===== src/rtl/riscv_pkg.sv =====
// Shared RISC-V encodings for the load/store unit: funct3 access codes and
// FSM/access-size enums, plus helpers to decode size and detect misalignment.
package riscv_pkg;

    localparam logic [2:0] F3_LB  = 3'b000;
    localparam logic [2:0] F3_LH  = 3'b001;
    localparam logic [2:0] F3_LW  = 3'b010;
    localparam logic [2:0] F3_LBU = 3'b100;
    localparam logic [2:0] F3_LHU = 3'b101;

    localparam logic [2:0] F3_SB  = 3'b000;
    localparam logic [2:0] F3_SH  = 3'b001;
    localparam logic [2:0] F3_SW  = 3'b010;

    typedef enum logic [1:0] {
        ST_IDLE = 2'd0,
        ST_REQ  = 2'd1,
        ST_RESP = 2'd2
    } lsu_state_e;

    typedef enum logic [1:0] {
        SZ_BYTE = 2'd0,
        SZ_HALF = 2'd1,
        SZ_WORD = 2'd2
    } lsu_size_e;

    // Unlisted funct3 codes fall back to a full-word access.
    function automatic lsu_size_e access_size(input logic is_store, input logic [2:0] funct3);
        lsu_size_e sz;
        sz = SZ_WORD;
        if (is_store) begin
            if (funct3 == F3_SB)      sz = SZ_BYTE;
            else if (funct3 == F3_SH) sz = SZ_HALF;
        end else begin
            if (funct3 == F3_LB || funct3 == F3_LBU)      sz = SZ_BYTE;
            else if (funct3 == F3_LH || funct3 == F3_LHU) sz = SZ_HALF;
        end
        return sz;
    endfunction

    function automatic logic is_misaligned(input lsu_size_e sz, input logic [1:0] addr_lo);
        return ((sz == SZ_HALF) && addr_lo[0]) || ((sz == SZ_WORD) && (addr_lo != 2'b00));
    endfunction

endpackage


===== src/rtl/lsu_align.sv =====
// Combinational lane steering: store byte enables / replicated write data, and
// load lane extraction with sign or zero extension.
module lsu_align
    import riscv_pkg::*;
(
    input  lsu_size_e   size,
    input  logic        load_unsigned,
    input  logic [1:0]  addr_lo,
    input  logic [31:0] store_data,
    input  logic [31:0] load_word,
    output logic [3:0]  wstrb,
    output logic [31:0] wdata,
    output logic [31:0] load_data
);

    logic [1:0]  off;
    logic [31:0] shifted;

    // NOTE: every output gets a default before the case so no path leaves it unassigned (no latch).
    always_comb begin
        off   = 2'b00;
        wstrb = 4'hF;
        wdata = store_data;
        case (size)
            SZ_BYTE: begin
                off   = addr_lo;
                wstrb = 4'b0001 << off;
                wdata = {4{store_data[7:0]}};
            end
            SZ_HALF: begin
                off   = {addr_lo[1], 1'b0};
                wstrb = 4'b0011 << off;
                wdata = {2{store_data[15:0]}};
            end
            default: ;
        endcase

        shifted   = load_word >> {off, 3'b000};
        load_data = shifted;
        case (size)
            SZ_BYTE: load_data = {{24{~load_unsigned & shifted[7]}}, shifted[7:0]};
            SZ_HALF: load_data = {{16{~load_unsigned & shifted[15]}}, shifted[15:0]};
            default: ;
        endcase
    end

endmodule


===== src/rtl/load_store_unit.sv =====
// Memory stage: one req/ack bus transaction per load/store, load formatting and
// ALU pass-through. Optional misaligned-access trap: `define LSU_MISALIGN_TRAP_EN.
module load_store_unit
    import riscv_pkg::*;
#(
    parameter int XLEN        = 32,
    parameter int MEM_TIMEOUT = 64
) (
    input  logic            clk,
    input  logic            rst,
    input  logic            in_valid,
    output logic            in_ready,
    input  logic            is_load,
    input  logic            is_store,
    input  logic [2:0]      funct3,
    input  logic [XLEN-1:0] alu_result,
    input  logic [XLEN-1:0] rs2_data,
    input  logic [4:0]      rd_in,
    output logic            mem_req,
    output logic            mem_we,
    output logic [XLEN-1:0] mem_addr,
    output logic [XLEN-1:0] mem_wdata,
    output logic [3:0]      mem_wstrb,
    input  logic            mem_ack,
    input  logic [XLEN-1:0] mem_rdata,
    output logic            out_valid,
    input  logic            out_ready,
    output logic            out_we,
    output logic [4:0]      out_rd,
    output logic [XLEN-1:0] out_data,
    output logic            out_err,
    output logic            out_misalign
);

    localparam int CW = (MEM_TIMEOUT > 2) ? $clog2(MEM_TIMEOUT) : 1;
    localparam logic [CW-1:0] TO_LAST = CW'((MEM_TIMEOUT > 0) ? MEM_TIMEOUT - 1 : 0);

    lsu_state_e      state_q, state_d;
    logic            is_load_q, is_load_d;
    logic            is_store_q, is_store_d;
    logic [2:0]      funct3_q, funct3_d;
    logic [XLEN-1:0] addr_q, addr_d;
    logic [XLEN-1:0] rs2_q, rs2_d;
    logic [4:0]      rd_q, rd_d;
    logic [CW-1:0]   cnt_q, cnt_d;
    logic            out_valid_q, out_valid_d;
    logic            out_we_q, out_we_d;
    logic [XLEN-1:0] out_data_q, out_data_d;
    logic            out_err_q, out_err_d;
    logic            out_misalign_q, out_misalign_d;

    lsu_size_e   size_q;
    logic [3:0]  lane_wstrb;
    logic [31:0] lane_wdata;
    logic [31:0] lane_load;

    assign size_q = access_size(is_store_q, funct3_q);

    lsu_align u_align (
        .size          (size_q),
        .load_unsigned (funct3_q[2]),
        .addr_lo       (addr_q[1:0]),
        .store_data    (rs2_q),
        .load_word     (mem_rdata),
        .wstrb         (lane_wstrb),
        .wdata         (lane_wdata),
        .load_data     (lane_load)
    );

`ifdef LSU_MISALIGN_TRAP_EN
    logic in_misaligned;
    assign in_misaligned = is_misaligned(access_size(is_store, funct3), alu_result[1:0]);
`endif

    always_comb begin
        state_d        = state_q;
        is_load_d      = is_load_q;
        is_store_d     = is_store_q;
        funct3_d       = funct3_q;
        addr_d         = addr_q;
        rs2_d          = rs2_q;
        rd_d           = rd_q;
        cnt_d          = cnt_q;
        out_valid_d    = out_valid_q;
        out_we_d       = out_we_q;
        out_data_d     = out_data_q;
        out_err_d      = out_err_q;
        out_misalign_d = out_misalign_q;

        case (state_q)
            ST_IDLE: begin
                if (in_valid) begin
                    is_load_d      = is_load;
                    is_store_d     = is_store;
                    funct3_d       = funct3;
                    addr_d         = alu_result;
                    rs2_d          = rs2_data;
                    rd_d           = rd_in;
                    cnt_d          = '0;
                    out_err_d      = 1'b0;
                    out_misalign_d = 1'b0;
                    if (!(is_load || is_store)) begin
                        out_data_d  = alu_result;
                        out_we_d    = (rd_in != 5'd0);
                        out_valid_d = 1'b1;
                        state_d     = ST_RESP;
                    end else begin
`ifdef LSU_MISALIGN_TRAP_EN
                        if (in_misaligned) begin
                            out_data_d     = alu_result;
                            out_we_d       = 1'b0;
                            out_misalign_d = 1'b1;
                            out_valid_d    = 1'b1;
                            state_d        = ST_RESP;
                        end else begin
                            state_d = ST_REQ;
                        end
`else
                        state_d = ST_REQ;
`endif
                    end
                end
            end
            ST_REQ: begin
                // An ack on the expiry cycle still completes normally.
                if (mem_ack) begin
                    out_data_d  = is_load_q ? lane_load : addr_q;
                    out_we_d    = is_load_q && (rd_q != 5'd0);
                    out_valid_d = 1'b1;
                    state_d     = ST_RESP;
                end else if ((MEM_TIMEOUT != 0) && (cnt_q == TO_LAST)) begin
                    out_data_d  = addr_q;
                    out_we_d    = 1'b0;
                    out_err_d   = 1'b1;
                    out_valid_d = 1'b1;
                    state_d     = ST_RESP;
                end else begin
                    cnt_d = cnt_q + CW'(1);
                end
            end
            ST_RESP: begin
                if (out_ready) begin
                    out_valid_d    = 1'b0;
                    out_we_d       = 1'b0;
                    out_err_d      = 1'b0;
                    out_misalign_d = 1'b0;
                    state_d        = ST_IDLE;
                end
            end
            default: state_d = ST_IDLE;
        endcase
    end

    // NOTE: state updates use <= so every flop samples the pre-edge values of the others.
    always_ff @(posedge clk or posedge rst) begin
        if (rst) begin
            state_q        <= ST_IDLE;
            is_load_q      <= 1'b0;
            is_store_q     <= 1'b0;
            funct3_q       <= 3'b000;
            addr_q         <= '0;
            rs2_q          <= '0;
            rd_q           <= 5'd0;
            cnt_q          <= '0;
            out_valid_q    <= 1'b0;
            out_we_q       <= 1'b0;
            out_data_q     <= '0;
            out_err_q      <= 1'b0;
            out_misalign_q <= 1'b0;
        end else begin
            state_q        <= state_d;
            is_load_q      <= is_load_d;
            is_store_q     <= is_store_d;
            funct3_q       <= funct3_d;
            addr_q         <= addr_d;
            rs2_q          <= rs2_d;
            rd_q           <= rd_d;
            cnt_q          <= cnt_d;
            out_valid_q    <= out_valid_d;
            out_we_q       <= out_we_d;
            out_data_q     <= out_data_d;
            out_err_q      <= out_err_d;
            out_misalign_q <= out_misalign_d;
        end
    end

    // Bus outputs decode straight from state so reset drops mem_req without waiting for a clock.
    assign in_ready     = (state_q == ST_IDLE);
    assign mem_req      = (state_q == ST_REQ);
    assign mem_we       = mem_req & is_store_q;
    assign mem_addr     = {addr_q[XLEN-1:2], 2'b00};
    assign mem_wdata    = is_store_q ? lane_wdata : '0;
    assign mem_wstrb    = mem_we ? lane_wstrb : 4'h0;
    assign out_valid    = out_valid_q;
    assign out_we       = out_we_q;
    assign out_rd       = rd_q;
    assign out_data     = out_data_q;
    assign out_err      = out_err_q;
    assign out_misalign = out_misalign_q;

endmodule

===== config.mk =====
export PLATFORM = sky130hd
export DESIGN_NAME = load_store_unit
export DESIGN_NICKNAME = d
export VERILOG_FILES = /design/src/rtl/riscv_pkg.sv /design/src/rtl/lsu_align.sv /design/src/rtl/load_store_unit.sv
export SDC_FILE = /design/constraint.sdc
export NUM_CORES = 1
export LEC_CHECK = 0
export BUFFER_PORTS_ARGS = -buffer_cell sky130_fd_sc_hd__buf_4
export CORE_ASPECT_RATIO = 0.7
export CORE_MARGIN = 2
export CORE_UTILIZATION = 40
export DETAILED_ROUTE_END_ITERATION = 10
export PLACE_DENSITY = 0.71
export SLEW_MARGIN = 20
export SYNTH_ARGS = -nofsm -noshare
export SYNTH_HDL_FRONTEND = slang
export SYNTH_SLANG_ARGS = --single-unit

===== constraint.sdc =====
create_clock -name clk -period 9.7 [get_ports clk]
set_clock_uncertainty 0.05 [all_clocks]
set_input_delay 1.455 -clock clk [delete_from_list [all_inputs] [get_ports clk]]
set_output_delay 1.455 -clock clk [all_outputs]
set_load 0.1 [all_outputs]

# Word-level counts from Yosys, hierarchy flattened
# Index checks and enable logic that the tools add are counted.
[totals]
mem_bits_rw = 0
wordCells = 96
register_bits = 118
n_memories = 0
inputBits = 111
latch_bits = 0
rom_bits = 0
out_inout_bits = 112
[classes]
n_eq_ne = 14
muxes = 42
n_addsub = 1
n_lt_le_gt_ge = 0
n_reduce_logical = 19
n_bitwise = 4
shift = 3
multipliers = 0
div_mod_pow = 0
[ops]
columns = ["cell", "n"]
rows = [
  ["$mux W32", 6],
  ["$pmux W32 S2", 3],
  ["$shr A32 B5 Y32", 1],
  ["$mux W2", 10],
  ["$mux W6", 3],
  ["$pmux W6 S2", 1],
  ["$mux W1", 11],
  ["$ne A2 B2 Y1 const B", 5],
  ["$reduce_and A5 Y1", 2],
  ["$reduce_bool A5 Y1", 2],
  ["$pmux W1 S3", 3],
  ["$pmux W4 S2", 1],
  ["$reduce_and A4 Y1", 2],
  ["$add A6 B1 Y6 const B", 1],
  ["$eq A3 B3 Y1 const B", 2],
  ["$eq A6 B6 Y1 const B", 1],
  ["$pmux W2 S3", 1],
  ["$reduce_and A3 Y1", 2],
  ["$eq A2 B1 Y1 const B", 2],
  ["$logic_not A2 Y1", 2],
  ["$mux W4", 1],
  ["$pmux W2 S2", 1],
  ["$reduce_bool A2 Y1", 2],
  ["$shl A1 B2 Y4 const A", 1],
  ["other kinds (13)", 17],
]

# Logic depth before layout (Yosys ltp)
[depth]
depth_word = 13
mapped_depth = 9

# Hierarchy
# From an unflattened synthesis, not the netlist that was laid out.
[unflattened]
hier_cells = 631
area_unflattened_um2 = 6985.4
[by_module_without_submodules]
columns = ["module", "n_inst", "cells_per_inst", "area_each_um2"]
rows = [
  ["load_store_unit", 1, 490, 5861.9],
  ["lsu_align", 1, 141, 1123.6],
]

# Worst setup path after synthesis
# No wires, ideal clock.
[synth_path]
path_kind = "register -> output"
from = "reg state_q[1]"
to = "out mem_wstrb[1]"
setup_slack_ns = 4.572
path_stages_with_launch = 7
required_time_ns = 8.195
path_buffers = 2
arrival_ns = 3.623
cell_sequence = "dfrtp_1 inv_1 ha_1 clkbuf_1 clkbuf_1 nand2_1 a21oi_1"
[synth_between]
elab_chain_cells = 3
[synth_rtl]
columns = ["element", "line", "text"]
rows = [
  ["start: declaration", "load_store_unit.sv:38", "lsu_state_e state_q, state_d;"],
  ["start signal: assignment", "load_store_unit.sv:171", "state_q <= state_d;"],
  ["$eq A2 B1 Y1", "load_store_unit.sv:189", "assign mem_req = (state_q == ST_REQ);"],
  ["named net mem_req", "load_store_unit.sv:19", "output logic mem_req,"],
  ["$and A1 B1 Y1", "load_store_unit.sv:190", "assign mem_we = mem_req & is_store_q;"],
  ["$mux W4", "load_store_unit.sv:193", "assign mem_wstrb = mem_we ? lane_wstrb : 4'h0;"],
  ["end: declaration", "load_store_unit.sv:23", "output logic [3:0] mem_wstrb,"],
]
# The timed path passes the listed nets, and every way through them passes these cells.

# Worst setup path in the final report
[layout_path]
from = "reg is_store_q"
to = "out mem_wstrb[0]"
[layout_between]
elab_chain_cells = 4
elab_cells_between_ends = 6
[layout_rtl]
columns = ["element", "line", "text"]
rows = [
  ["start: declaration", "load_store_unit.sv:40", "logic is_store_q, is_store_d;"],
  ["start signal: assignment", "load_store_unit.sv:173", "is_store_q <= is_store_d;"],
  ["$mux W2", "riscv_pkg.sv:31", "if (is_store) begin"],
  ["$eq A2 B1 Y1 or $logic_not A2 Y1 (tied branches)", "lsu_align.sv:24", "case (size)"],
  ["$pmux W4 S2", "lsu_align.sv:24", ""],
  ["$mux W4 *", "load_store_unit.sv:193", ""],
]
# Mark *: on every way between the ends. The rest lies on a longest branch, timed or not.

==> results.yml <==
placement:
  io_buffers: 219
  hpwl_mm: 14.8
  post-place-cells: 1039
  routabilityCongestion: 0.868
routing:
  wl_mm: 20.5
  first_pass_iters: 7
  vias_per_cell: 5.43
  drc_errors: 0
  drt_first_iter_violations: 572
  vias: 5811
  wire_per_inst_um: 19.2
  antenna_left: 0
synthesis:
  synth_top_family_by_area: "compound AO/OA/AOI/OAI gates"
  synth_cell_types: 51
  ys.flop_type: "dfrtp_1"
  async_flop_share_pct: 100
  yosysTopAreaCellShare_pct: 43.6
  synth_compound_area_share_pct: 20.7
  muxShareOfSynthArea_pct: 15.7
  netlist_area_mm2: 0.00672
  yosysSeqAreaShare_pct: 43.6
  synth-simple-area-share_pct: 11.1
  ys_warn_count: 0
  ys_ff_latch: 117
  synthXorXnorAreaFrac_pct: 0.261
  synth_edf_count: 0
  yosys-top-cells-area: "dfrtp_1 44%, mux2_2 13%, nand2_1 4.6%"
  synth.largest_area_cell: "dfrtp_1"
  synth_adder_area_share_pct: 0.931
  syn-instance-count: 665
  avgSynthCellArea_um2: 10.1
die:
  io_pins: 223
  start_util_pct: 41.0
  fp.dieW_um: 159
  die_height_um: 112
  rows: 39
  core_mm2: 0.0164
  die_area_mm2: 0.0179
sta:
  grt_setup_unrepaired: "false"
  fmax_ghz: 0.229
  fin_setup_tns_ns: 0
  worstMarginPinSlew_ns: 1.05
  finalHoldViolations: 0
  min_period_ns: 4.37
  hold_ws_ns: 0.444
  setup_viol: 0
  final.period_utilization_pct: 45.0
  slew_headroom_pct: 29.7
  final_max_slew_viol_count: 0
global_routing:
  busiest_layer: "met2"
  grt_pass1_wl_mm: 32.3
  met3_usage_pct: 6.58
  grtUsageMet2_pct: 34.8
  grt_max_degree: 77
  grt_use_met1_pct: 33.1
  first_global_vias: 5727
  overflow: 0
  antenna_found_initial: 0
  track_usage_pct: 23.1
setup_path:
  r2r_slack_ns: 6.28
  reg2reg_to: "out_data[9]"
  critPathMaxFanout: 37
  cp_data_required_time_ns: 8.20
  reg2reg_depth: 8
  regToRegStartpoint: "state_q[1]"
  cp.arrival_ns: 2.86
  critPathLaunchType: "register"
  startpoint: "is_store_q"
  path_class: "register to output pin"
  end_kind: "output pin"
clock_network:
  cts_tree: "done"
  cts.path.max_buffers: 2
  cts_buffers: 17
  cts-resized-gates: 0
  insertion_delay_ns: 0.41
  clkSinkCount: 117
  root_buffer: "clkbuf_16"
  holdBufCountCts: 0
  cts.clk_slew.worst_paths_ns: 0.06
  postCtsSetupBuffers: 0
  htree_levels: 4
final_layout:
  area_delta_synth_final_pct: 31.3
  final_common_cell: "buf_4"
  nets: 950
  antenna_cells: 0
  fin_cells: 1070
  layout_common_cells: "226 x buf_4, 117 x dfrtp_1, 83 x nand2_1"
  final_util_pct: 53.8
  drive_above_1_share_pct: 43.9
  multi_input_area_mm2: 0.00331
  regArea_mm2: 0.00293
  fill_cells: 1495
min_path:
  min_to: "out_err"
  worstHoldPathCells: 1
  hp-class: "register to register"
  hp-start: "out_err"
run_status:
  status: "finished, final reports clean"
run:
  drv_cap: 0
worst max-delay path by stage:
stage,to,cells past startpoint
3_5_place_dp,out_data[24],7
6_report,mem_wstrb[0],5
3_3_place_gp,out_data[11],7
5_1_grt,mem_wstrb[0],5
2_1_floorplan,mem_wstrb[1],6
4_1_cts,mem_wstrb[0],5
routing by layer:
| layer | vias to the layer above | routed length, um |
|---|---|---|
| met5 | - | 0 |
| li1 | 2724 | - |
| met4 | 0 | 256 |
| met2 | 221 | 9290 |
| met1 | 2847 | 9650 |
| met3 | 19 | 1330 |
cell type report:
class                   instances  share of cell area [%]
inverters                      10                   0.454
flip-flops and latches        117                    33.2
clock buffers                  21                    5.44
well taps                     225                    3.19
clock inverters                 9                   0.893
repair buffers                227                    19.4
multi-input cells             461                    37.5
worst max-delay path, cell delays in order (launching register included):
cell,delay [ns]
dfrtp_1,1.03
a21o_1,0.42
buf_4,0.46
a21oi_2,0.10
nor2_1,0.12
buf_4,0.32
kinds of logic (layout without fill, tap and decap cells):
family,count (synthesis),after routing
other,1,3
adder cells (fa/ha/maj),5,5
multiplexers,95,95
buffers and inverters,89,267
flip-flops,117,117
AO/OA/AOI/OAI,188,188
XOR/XNOR,2,2
AND/OR/NAND/NOR,168,168
Yosys cell counts, types with 2 or more instances:
master / n
dfrtp_1: 117
nand2_1: 83
mux2_2: 77
buf_4: 35
nor2_1: 34
a21oi_1: 32
clkbuf_1: 27
o21ai_0: 27
o22ai_1: 18
a22oi_1: 17
mux2i_1: 17
nand3_1: 17
a211oi_2: 16
a31oi_1: 16
a21boi_0: 15
o221ai_1: 15
inv_1: 10
and2_1: 9
buf_2: 9
o211a_1: 8
a22o_1: 7
or2_2: 7
buf_6: 5
ha_1: 5
a211oi_1: 4
nor2b_1: 4
buf_1: 3
nor3_1: 3
a21oi_2: 2
nand4_1: 2
or3_1: 2
or4_1: 2
xnor2_1: 2
metrics by stage:
step / setup WS, ns / area, um^2
floorplan: 4.57 / 6730
global placement: 5.45 / 8250
detailed placement: 5.33 / 8250
CTS: 5.30 / 8810
global route: 5.13 / 8820
finish: 5.33 / 8820
sequential cells by signal, indices dropped and copies added, names as in the netlist, 2 cells and up:
| register | cells |
|---|---|
| addr_q | 32 |
| cnt_q | 6 |
| funct3_q | 3 |
| out_data | 32 |
| out_rd | 5 |
| rs2_q | 32 |
| state_q | 2 |
Power is not shown: default switching activity piles up to over one toggle a cycle in this logic, so the estimate is an artifact.
